**config.mk**
```make
export PLATFORM = sky130hd
export DESIGN_NAME = legv8_instr_encoder
export DESIGN_NICKNAME = d
export VERILOG_FILES = /design/src/rtl/legv8_instr_encoder.sv
export SDC_FILE = /design/constraint.sdc
export NUM_CORES = 1
export LEC_CHECK = 0
export CAP_MARGIN = 10
export CELL_PAD_IN_SITES_DETAIL_PLACEMENT = 0
export CELL_PAD_IN_SITES_GLOBAL_PLACEMENT = 1
export CORE_MARGIN = 4
export CORE_UTILIZATION = 33
export CTS_CLUSTER_SIZE = 30
export DETAILED_ROUTE_END_ITERATION = 12
export PLACE_DENSITY = 0.95
export RECOVER_POWER = 25
export SYNTH_ARGS = -nofsm -noshare
export SYNTH_HDL_FRONTEND = slang
export SYNTH_SLANG_ARGS = --single-unit
```
**constraint.sdc**
```tcl
create_clock -name clk -period 2.3 [get_ports clk]
set_clock_uncertainty 0.15 [all_clocks]
set_input_delay 0.23 -clock clk [delete_from_list [all_inputs] [get_ports clk]]
set_output_delay 0.23 -clock clk [all_outputs]
set_load 0.02 [all_outputs]
```
**src/rtl/legv8_instr_encoder.sv**
```systemverilog
`default_nettype none
//==============================================================================
// Module      : legv8_instr_encoder
// Description : Packs decoded LEGv8 instruction fields (op class, registers,
//               immediate) received on a valid/ready stream into 32-bit
//               machine words and writes them sequentially into instruction
//               memory starting at a programmable base address.
// Config      : LEGV8_ENC_RANGE_CHECK_EN - when defined, immediates outside
//               their field range are rejected (err set, no write); when not
//               defined they are silently truncated.
// Revision    : 1.0 - initial release
//==============================================================================
module legv8_instr_encoder #(
   parameter int ADDR_W = 6
) (
   input  logic              clk,
   input  logic              reset,
   input  logic              start,
   input  logic [ADDR_W-1:0] base_addr,
   input  logic              in_valid,
   output logic              in_ready,
   input  logic [3:0]        in_op,
   input  logic [4:0]        in_rd,
   input  logic [4:0]        in_rn,
   input  logic [4:0]        in_rm,
   input  logic [31:0]       in_imm,
   input  logic              in_last,
   output logic              wr_en,
   input  logic              wr_ready,
   output logic [ADDR_W-1:0] wr_addr,
   output logic [31:0]       wr_data,
   output logic              done,
   output logic              err,
   output logic              wrapped
);

   localparam logic [3:0] c_op_ldur = 4'd0;
   localparam logic [3:0] c_op_stur = 4'd1;
   localparam logic [3:0] c_op_add  = 4'd2;
   localparam logic [3:0] c_op_sub  = 4'd3;
   localparam logic [3:0] c_op_and  = 4'd4;
   localparam logic [3:0] c_op_orr  = 4'd5;
   localparam logic [3:0] c_op_addi = 4'd6;
   localparam logic [3:0] c_op_cbz  = 4'd7;
   localparam logic [3:0] c_op_cbnz = 4'd8;

   typedef enum logic [1:0] {
      ST_IDLE  = 2'd0,
      ST_RUN   = 2'd1,
      ST_DRAIN = 2'd2
   } state_t;

   state_t      r_state;
   state_t      w_state_nxt;
   logic [31:0] w_enc;
   logic        w_op_legal;
   logic        w_imm_ok;
   logic        w_accept;
   logic        w_complete;
   logic        w_write;
   logic        w_unused;

   // Immediate bits above the widest field only matter to the range check.
   assign w_unused = ^in_imm[31:19];

   // Pack the incoming fields into a machine word according to the op class.
   always_comb begin
      w_enc      = 32'd0;
      w_op_legal = 1'b1;
      case (in_op)
         c_op_ldur: w_enc = {11'b11111000010, in_imm[8:0], 2'b00, in_rn, in_rd};
         c_op_stur: w_enc = {11'b11111000000, in_imm[8:0], 2'b00, in_rn, in_rd};
         c_op_add:  w_enc = {11'b10001011000, in_rm, 6'd0, in_rn, in_rd};
         c_op_sub:  w_enc = {11'b11001011000, in_rm, 6'd0, in_rn, in_rd};
         c_op_and:  w_enc = {11'b10001010000, in_rm, 6'd0, in_rn, in_rd};
         c_op_orr:  w_enc = {11'b10101010000, in_rm, 6'd0, in_rn, in_rd};
         c_op_addi: w_enc = {10'b1001000100, in_imm[11:0], in_rn, in_rd};
         c_op_cbz:  w_enc = {8'b10110100, in_imm[18:0], in_rd};
         c_op_cbnz: w_enc = {8'b10110101, in_imm[18:0], in_rd};
         default:   w_op_legal = 1'b0;
      endcase
   end

   // Decide whether the immediate fits its field (always true when truncating).
   always_comb begin
      w_imm_ok = 1'b1;
`ifdef LEGV8_ENC_RANGE_CHECK_EN
      case (in_op)
         c_op_addi:            w_imm_ok = ~|in_imm[31:12];
         c_op_ldur, c_op_stur: w_imm_ok = (&in_imm[31:8]) | (~|in_imm[31:8]);
         c_op_cbz, c_op_cbnz:  w_imm_ok = (&in_imm[31:18]) | (~|in_imm[31:18]);
         default:              w_imm_ok = 1'b1;
      endcase
`else
      w_imm_ok = 1'b1;
`endif
   end

   assign w_accept   = in_valid && in_ready;
   assign w_complete = wr_en && wr_ready;
   assign w_write    = w_accept && w_op_legal && w_imm_ok;

   // State register; reset aborts any load in progress.
   always_ff @(posedge clk or negedge reset) begin
      if (!reset) begin
         r_state <= ST_IDLE;
      end else begin
         r_state <= w_state_nxt;
      end
   end

   // Next-state logic plus the handshake and completion strobes.
   always_comb begin
      w_state_nxt = r_state;
      in_ready    = 1'b0;
      done        = 1'b0;
      case (r_state)
         ST_IDLE: begin
            if (start) begin
               w_state_nxt = ST_RUN;
            end
         end
         ST_RUN: begin
            in_ready = !wr_en || wr_ready;
            if (in_valid && in_ready && in_last) begin
               w_state_nxt = ST_DRAIN;
            end
         end
         ST_DRAIN: begin
            if (!wr_en) begin
               done        = 1'b1;
               w_state_nxt = ST_IDLE;
            end
         end
         default: w_state_nxt = ST_IDLE;
      endcase
   end

   // Output register, address counter and sticky status flags.
   // wr_addr doubles as the write counter: it advances only when a write
   // completes, so a word accepted in the same cycle lands at the next address.
   always_ff @(posedge clk or negedge reset) begin
      if (!reset) begin
         wr_en   <= 1'b0;
         wr_addr <= '0;
         wr_data <= 32'd0;
         err     <= 1'b0;
         wrapped <= 1'b0;
      end else if (r_state == ST_IDLE && start) begin
         wr_addr <= base_addr;
         err     <= 1'b0;
         wrapped <= 1'b0;
      end else begin
         if (w_complete) begin
            wr_addr <= wr_addr + 1'b1;
            if (&wr_addr) begin
               wrapped <= 1'b1;
            end
         end
         if (w_write) begin
            wr_data <= w_enc;
         end else if (w_accept) begin
            err <= 1'b1;
         end
         wr_en <= (wr_en && !wr_ready) || w_write;
      end
   end

endmodule
`default_nettype wire
```
==> results.sh, run 1 <==
export IMPL_ant_nets=0
export IMPL_start_kind="flop"
export IMPL_rsz0062_at_grt="no"
export IMPL_fmax_ghz=0.4628
export IMPL_syn_nets=297
export IMPL_synth_cell_types=45
export IMPL_io_pins=106
export IMPL_ys_seq_area_share_pct=46.56
export IMPL_cts_buffers=5
export IMPL_antenna_found_initial=0
export IMPL_rows=30
export IMPL_hold_viol=0
export IMPL_synth_top_area_share_pct=46.56
export IMPL_critical_path_class="reg -> out"
export IMPL_syn_inst=233
export IMPL_cp_data_arrival_time_ns=1.78
export IMPL_r2r_slack_ns=0.48
export IMPL_r2r_start="r_state[1]$_DFFE_PN0P_"
export IMPL_coreArea_um2=6794
export IMPL_postSynthAreaPerCell_um2=9.918
export IMPL_hp_class="in -> reg"
export IMPL_worstPathRequired_ns=1.92
export IMPL_syn_to_final_growth_pct=50.51
export IMPL_drtPass1Iterations=4
export IMPL_wl_per_cell_um=15.85
export IMPL_synth_seq_cells=43
export IMPL_h_tree_depth=2
export IMPL_cts_resized=0
export IMPL_start_util_pct=34.01
export IMPL_mostFrequentLayoutCells="clkdlybuf4s50_1, dfrtp_1, nand2_1, nor2_1, o21ai_0"
export IMPL_cts_sinks=43
export IMPL_async_reset_ff_share_pct=100.0
export IMPL_clock_tree_root_cell="clkbuf_8"
export IMPL_postCtsSetupBuffers=0
export IMPL_final_setup_viol_count=0
export IMPL_drive_above_1_share_pct=9.940
export IMPL_tightest_slew_ns=1.092
export IMPL_grt_pass1_wl_mm=11.32
export IMPL_place_congestion=0.8362
export IMPL_fin_tns_setup_ns=0
export IMPL_grt_pass1_vias=2257
export IMPL_min_period_over_period_pct=93.94
export IMPL_multi_input_area_um2=1126
export IMPL_period_minus_slack_ns=2.161
export IMPL_final_cells=428
export IMPL_cts_buffer_depth=2
export IMPL_fill_cells=648
export IMPL_dpl_hpwl_mm=5.033
export IMPL_syn_cell_area_um2=2311
export IMPL_fp_dieW_um=91.69
export IMPL_clk_pin_slew_ns=0.09
export IMPL_vias_per_cell=5.110
export IMPL_antenna_diode_count=0
export IMPL_register_area_um2=1076
export IMPL_r2r_cells=4
export IMPL_die_area_um2=8406
export IMPL_vias=2187
export IMPL_ys_top_cells_by_area="dfrtp_1, nand2_1, a32oi_1"
export IMPL_place_inst=419
export IMPL_critPathMaxFanout=6
export IMPL_slew_viol_final=0
export IMPL_p_per_area_nw_per_um2=1074
export IMPL_crit_path_end_kind="primary output"
export IMPL_maxSlewHeadroom_pct=27.21
export IMPL_grt_max_degree=44
export IMPL_routed_wl_mm=6.784
export IMPL_port_buffers=92
export IMPL_clk_latency_ns=0.29
export IMPL_leakagePower_nw=1.393
export IMPL_status="finished, final reports clean"
export IMPL_min_delay_start="in_rd[4]"
export IMPL_min_to="wr_data[4]$_DFFE_PN0P_"
export IMPL_final_common_cell="clkdlybuf4s50_1"
export IMPL_r2r_end="wr_data[15]$_DFFE_PN0P_"
export IMPL_drv_cap=0
export IMPL_yosys_area_top_type="dfrtp_1"
export IMPL_synth_edf_count=0
export IMPL_hold_path_depth=3
export IMPL_die_h_um=91.69
export IMPL_nets=395
export IMPL_drc=0
export IMPL_yosys_warnings=0
export IMPL_cts_tree="built"
export IMPL_track_usage_pct=16.69
export IMPL_gr_total_overflow=0
export IMPL_drt_iter0_drc=97
export IMPL_irDropWorstVdd_mv=0.6230
export IMPL_synth_ff_type="dfrtp_1"
routing by layer:
layer / vias to the layer above / global-route usage, % / wire, um
met2: 80 / 28.06 / 3316
met5: - / 0 / 0
met4: 0 / 3.392 / 53
li1: 1063 / - / -
met3: 6 / 4.758 / 481
met1: 1038 / 21.38 / 2933
area by class of cell:
cell class,instances,area share [%]
clock buffer,5,1.978
clock inverter,3,1.259
inverter,3,0.3237
multi-input combinational,172,32.37
sequential,43,30.94
tap,96,3.453
timing repair buffer,106,29.68
repair_timing:
action / 4_1_cts / 5_1_grt
hold buffers: 1 / 0
hold endpoints to repair: 43 / 0
setup endpoints to repair: 0 / 0
cells in the mapped netlist, types with 3 or more instances:
cell type / number
inv_1: 3
o221ai_1: 5
o21a_1: 5
a22oi_1: 10
o21ai_1: 5
buf_2: 6
mux2_2: 7
nor2_1: 15
o21ai_0: 13
nand3_1: 7
o22a_1: 5
a32oi_1: 9
o2bb2ai_1: 4
xnor2_1: 4
dfrtp_1: 43
a22o_1: 5
nand4_1: 4
a221oi_1: 3
buf_4: 5
nand2_1: 39
a21oi_1: 3
metrics by stage:
step	cell area [um^2]	hold slack [ns]	power (W)	utilization, %	setup WS (ns)
after floorplan	2311	-0.2156	0.002222	-	0.6606
after global placement	3359	0.2798	0.003119	49.45	0.09619
after detailed placement	3359	0.3063	0.003165	49.45	0.04408
after CTS	3482	0.2910	0.003791	51.25	0.1280
after global routing	3478	0.2927	0.003990	51.20	0.04102
final	3478	0.3012	0.003736	51.20	0.1394
where the power goes:
| part | leakage [nW] | total [W] | internal [W] | switching (W) |
|---|---|---|---|---|
| Sequential | 0.525 | 0.00130 | 0.00108 | 0.000223 |
| Clock | 0.0581 | 0.000601 | 0.000324 | 0.000278 |
| Combinational | 0.810 | 0.00183 | 0.000918 | 0.000914 |
| Total | 1.39 | 0.00374 | 0.00232 | 0.00141 |
worst max-delay path: stages (launching register included):
cell and delay, ns:
dfrtp_1 0.42, and2b_1 0.30, and2_1 0.16, clkdlybuf4s50_1 0.60
how the worst max path moves through the flow:
stage	from	endpoint	depth (start not counted)
3_5_place_dp	in_op[2]	wr_data[20]$_DFFE_PN0P_	7
4_1_cts	r_state[1]$_DFFE_PN0P_	in_ready	3
2_1_floorplan	wr_en$_DFFE_PN0N_	wr_data[17]$_DFFE_PN0P_	5
5_1_grt	r_state[1]$_DFFE_PN0P_	in_ready	3
6_report	r_state[1]$_DFFE_PN0P_	in_ready	3
3_3_place_gp	in_op[2]	wr_data[20]$_DFFE_PN0P_	7
sequential cells by signal, summed over array words and instances, names as in the netlist:
register and flops:
wr_en 1, err 1, r_state 2, wrapped 1
wr_data 32, wr_addr 6
cell families after synthesis:
kind of cell | synth area share, %
AOI/OAI and AO/OA | 25.01
xor gates and xnor gates | 2.274
adders and majority gates | 0.5413
buffers and inverters | 4.711
DFF | 46.56
muxes | 3.844
and+or+nand+nor | 17.05
Power figures use the tool's default switching activity.
==> run 2: changes to the inputs <==
--- a/config.mk
+++ b/config.mk
@@ -13,7 +13,6 @@
 export CTS_CLUSTER_SIZE = 30
 export DETAILED_ROUTE_END_ITERATION = 12
 export PLACE_DENSITY = 0.95
-export RECOVER_POWER = 25
 export SYNTH_ARGS = -nofsm -noshare
 export SYNTH_HDL_FRONTEND = slang
 export SYNTH_SLANG_ARGS = --single-unit
==> results.sh, run 2 (synthesized netlist as in run 1, its figures left out) <==
export IMPL_hold_path_depth=3
export IMPL_hp_class="in -> reg"
export IMPL_fp_dieW_um=91.69
export IMPL_mostFrequentLayoutCells="clkdlybuf4s50_1, dfrtp_1, nand2_1, nor2_1, o21ai_0"
export IMPL_drv_cap=0
export IMPL_period_minus_slack_ns=2.162
export IMPL_place_congestion=0.8362
export IMPL_drt_iter0_drc=98
export IMPL_hold_slack_ns=0.3011
export IMPL_met3_usage_pct=4.758
export IMPL_track_usage_pct=16.69
export IMPL_ant_nets=0
export IMPL_start_kind="flop"
export IMPL_min_to="wr_data[4]$_DFFE_PN0P_"
export IMPL_die_h_um=91.69
export IMPL_p_per_area_nw_per_um2=1074
export IMPL_syn_to_final_growth_pct=50.68
export IMPL_maxSlewHeadroom_pct=34.95
export IMPL_fin_tns_setup_ns=0
export IMPL_wl_per_cell_um=15.82
export IMPL_top_register="wr_data"
export IMPL_clk_latency_ns=0.29
export IMPL_fill_cells=646
export IMPL_min_delay_start="in_rd[4]"
export IMPL_slew_viol_final=0
export IMPL_routed_wl_mm=6.773
export IMPL_vias_per_cell=5.096
export IMPL_cts_tree="built"
export IMPL_cts_resized=0
export IMPL_placed_cell_area_um2=3359
export IMPL_io_pins=106
export IMPL_min_period_over_period_pct=94.00
export IMPL_clock_tree_root_cell="clkbuf_8"
export IMPL_die_area_um2=8406
export IMPL_fmax_ghz=0.4625
export IMPL_r2r_end="wr_data[15]$_DFFE_PN0P_"
export IMPL_irDropWorstVdd_mv=0.6234
export IMPL_drc=0
export IMPL_final_common_cell="clkdlybuf4s50_1"
export IMPL_port_buffers=92
export IMPL_crit_path_end_kind="primary output"
export IMPL_cts_buffer_depth=2
export IMPL_grt_max_degree=44
export IMPL_start_util_pct=34.01
export IMPL_grt_pass1_wl_mm=11.32
export IMPL_r2r_cells=4
export IMPL_busiest_layer="met2"
export IMPL_critPathMaxFanout=6
export IMPL_h_tree_depth=2
export IMPL_drive_above_1_share_pct=10.24
export IMPL_cts_sinks=43
export IMPL_final_setup_viol_count=0
export IMPL_globalRouteMet1Util_pct=21.38
export IMPL_vias=2181
export IMPL_status="finished, final reports clean"
export IMPL_final_cells=428
export IMPL_tightest_slew_ns=0.9757
export IMPL_gr_usage_met2_pct=28.06
export IMPL_gr_total_overflow=0
export IMPL_top_regs="wr_data (32), wr_addr (6), r_state (2)"
export IMPL_r2r_start="r_state[1]$_DFFE_PN0P_"
export IMPL_hold_viol=0
export IMPL_nets=395
export IMPL_antenna_found_initial=0
export IMPL_coreArea_um2=6794
export IMPL_worstPathRequired_ns=1.92
export IMPL_rows=30
export IMPL_largest_reg_flops=32
export IMPL_finalPower_w=0.003739
export IMPL_place_inst=419
export IMPL_antenna_diode_count=0
export IMPL_postLayoutCellArea_um2=3482
export IMPL_cts_buffers=5
export IMPL_r2r_slack_ns=0.47
export IMPL_drtPass1Iterations=4
export IMPL_critical_path_class="reg -> out"
export IMPL_grt_pass1_vias=2257
export IMPL_clk_pin_slew_ns=0.09
export IMPL_leakagePower_nw=1.397
export IMPL_dpl_hpwl_mm=5.033
export IMPL_cp_data_arrival_time_ns=1.78
export IMPL_rsz0062_at_grt="no"
run 2: cell types whose count changed in the layout (fill, tap and decap cells not counted), sizes merged:
| cell | before | now |
|---|---|---|
| buf | 12 | 14 |
| clkbuf | 7 | 5 |
run 2: what timing repair did:
item,CTS,global route
buffers inserted,0,0
hold buffers,1,0
endpoints found under the hold margin,43,0
run 2: how the worst max path moves through the flow:
stage / start / end / slack (ns) / cells past startpoint
2_1_floorplan: wr_en$_DFFE_PN0N_ / wr_data[17]$_DFFE_PN0P_ / 0.66 / 5
3_3_place_gp: in_op[2] / wr_data[20]$_DFFE_PN0P_ / 0.1 / 7
3_5_place_dp: in_op[2] / wr_data[20]$_DFFE_PN0P_ / 0.04 / 7
4_1_cts: r_state[1]$_DFFE_PN0P_ / in_ready / 0.13 / 3
5_1_grt: r_state[1]$_DFFE_PN0P_ / in_ready / 0.04 / 3
6_report: r_state[1]$_DFFE_PN0P_ / in_ready / 0.14 / 3
run 2: metrics by stage:
stage	util, %	setup slack (ns)
3_5_place_dp	49.45	0.04408
3_3_place_gp	49.45	0.09619
2_1_floorplan	-	0.6606
4_1_cts	51.25	0.1280
5_1_grt	51.25	0.04102
6_report	51.25	0.1381
run 2: critical path: stages, from the launching register on:
cell             delay, ns
dfrtp_1               0.43
and2b_1               0.30
and2_1                0.16
clkdlybuf4s50_1       0.60
run 2: routing by layer:
layer  wire, um  vias up
met2       3280       68
met4         53        0
met5          0        -
met1       3008     1046
li1           -     1061
met3        430        6
run 2: cell type report:
| type | instances | area [um^2] | area share (%) |
|---|---|---|---|
| clock buffers | 5 | 68.82 | 1.976 |
| clock inverters | 3 | 43.79 | 1.258 |
| inverters | 3 | 11.26 | 0.3234 |
| multi-input cells | 172 | 1126 | 32.34 |
| flip-flops and latches | 43 | 1076 | 30.90 |
| well taps | 96 | 120.1 | 3.450 |
| repair buffers | 106 | 1036 | 29.75 |
run 2: power by group:
group	switching, W	internal, W
clock network	0.000278	0.000324
registers	0.000224	0.00108
logic	0.000913	0.000922
total	0.00141	0.00232
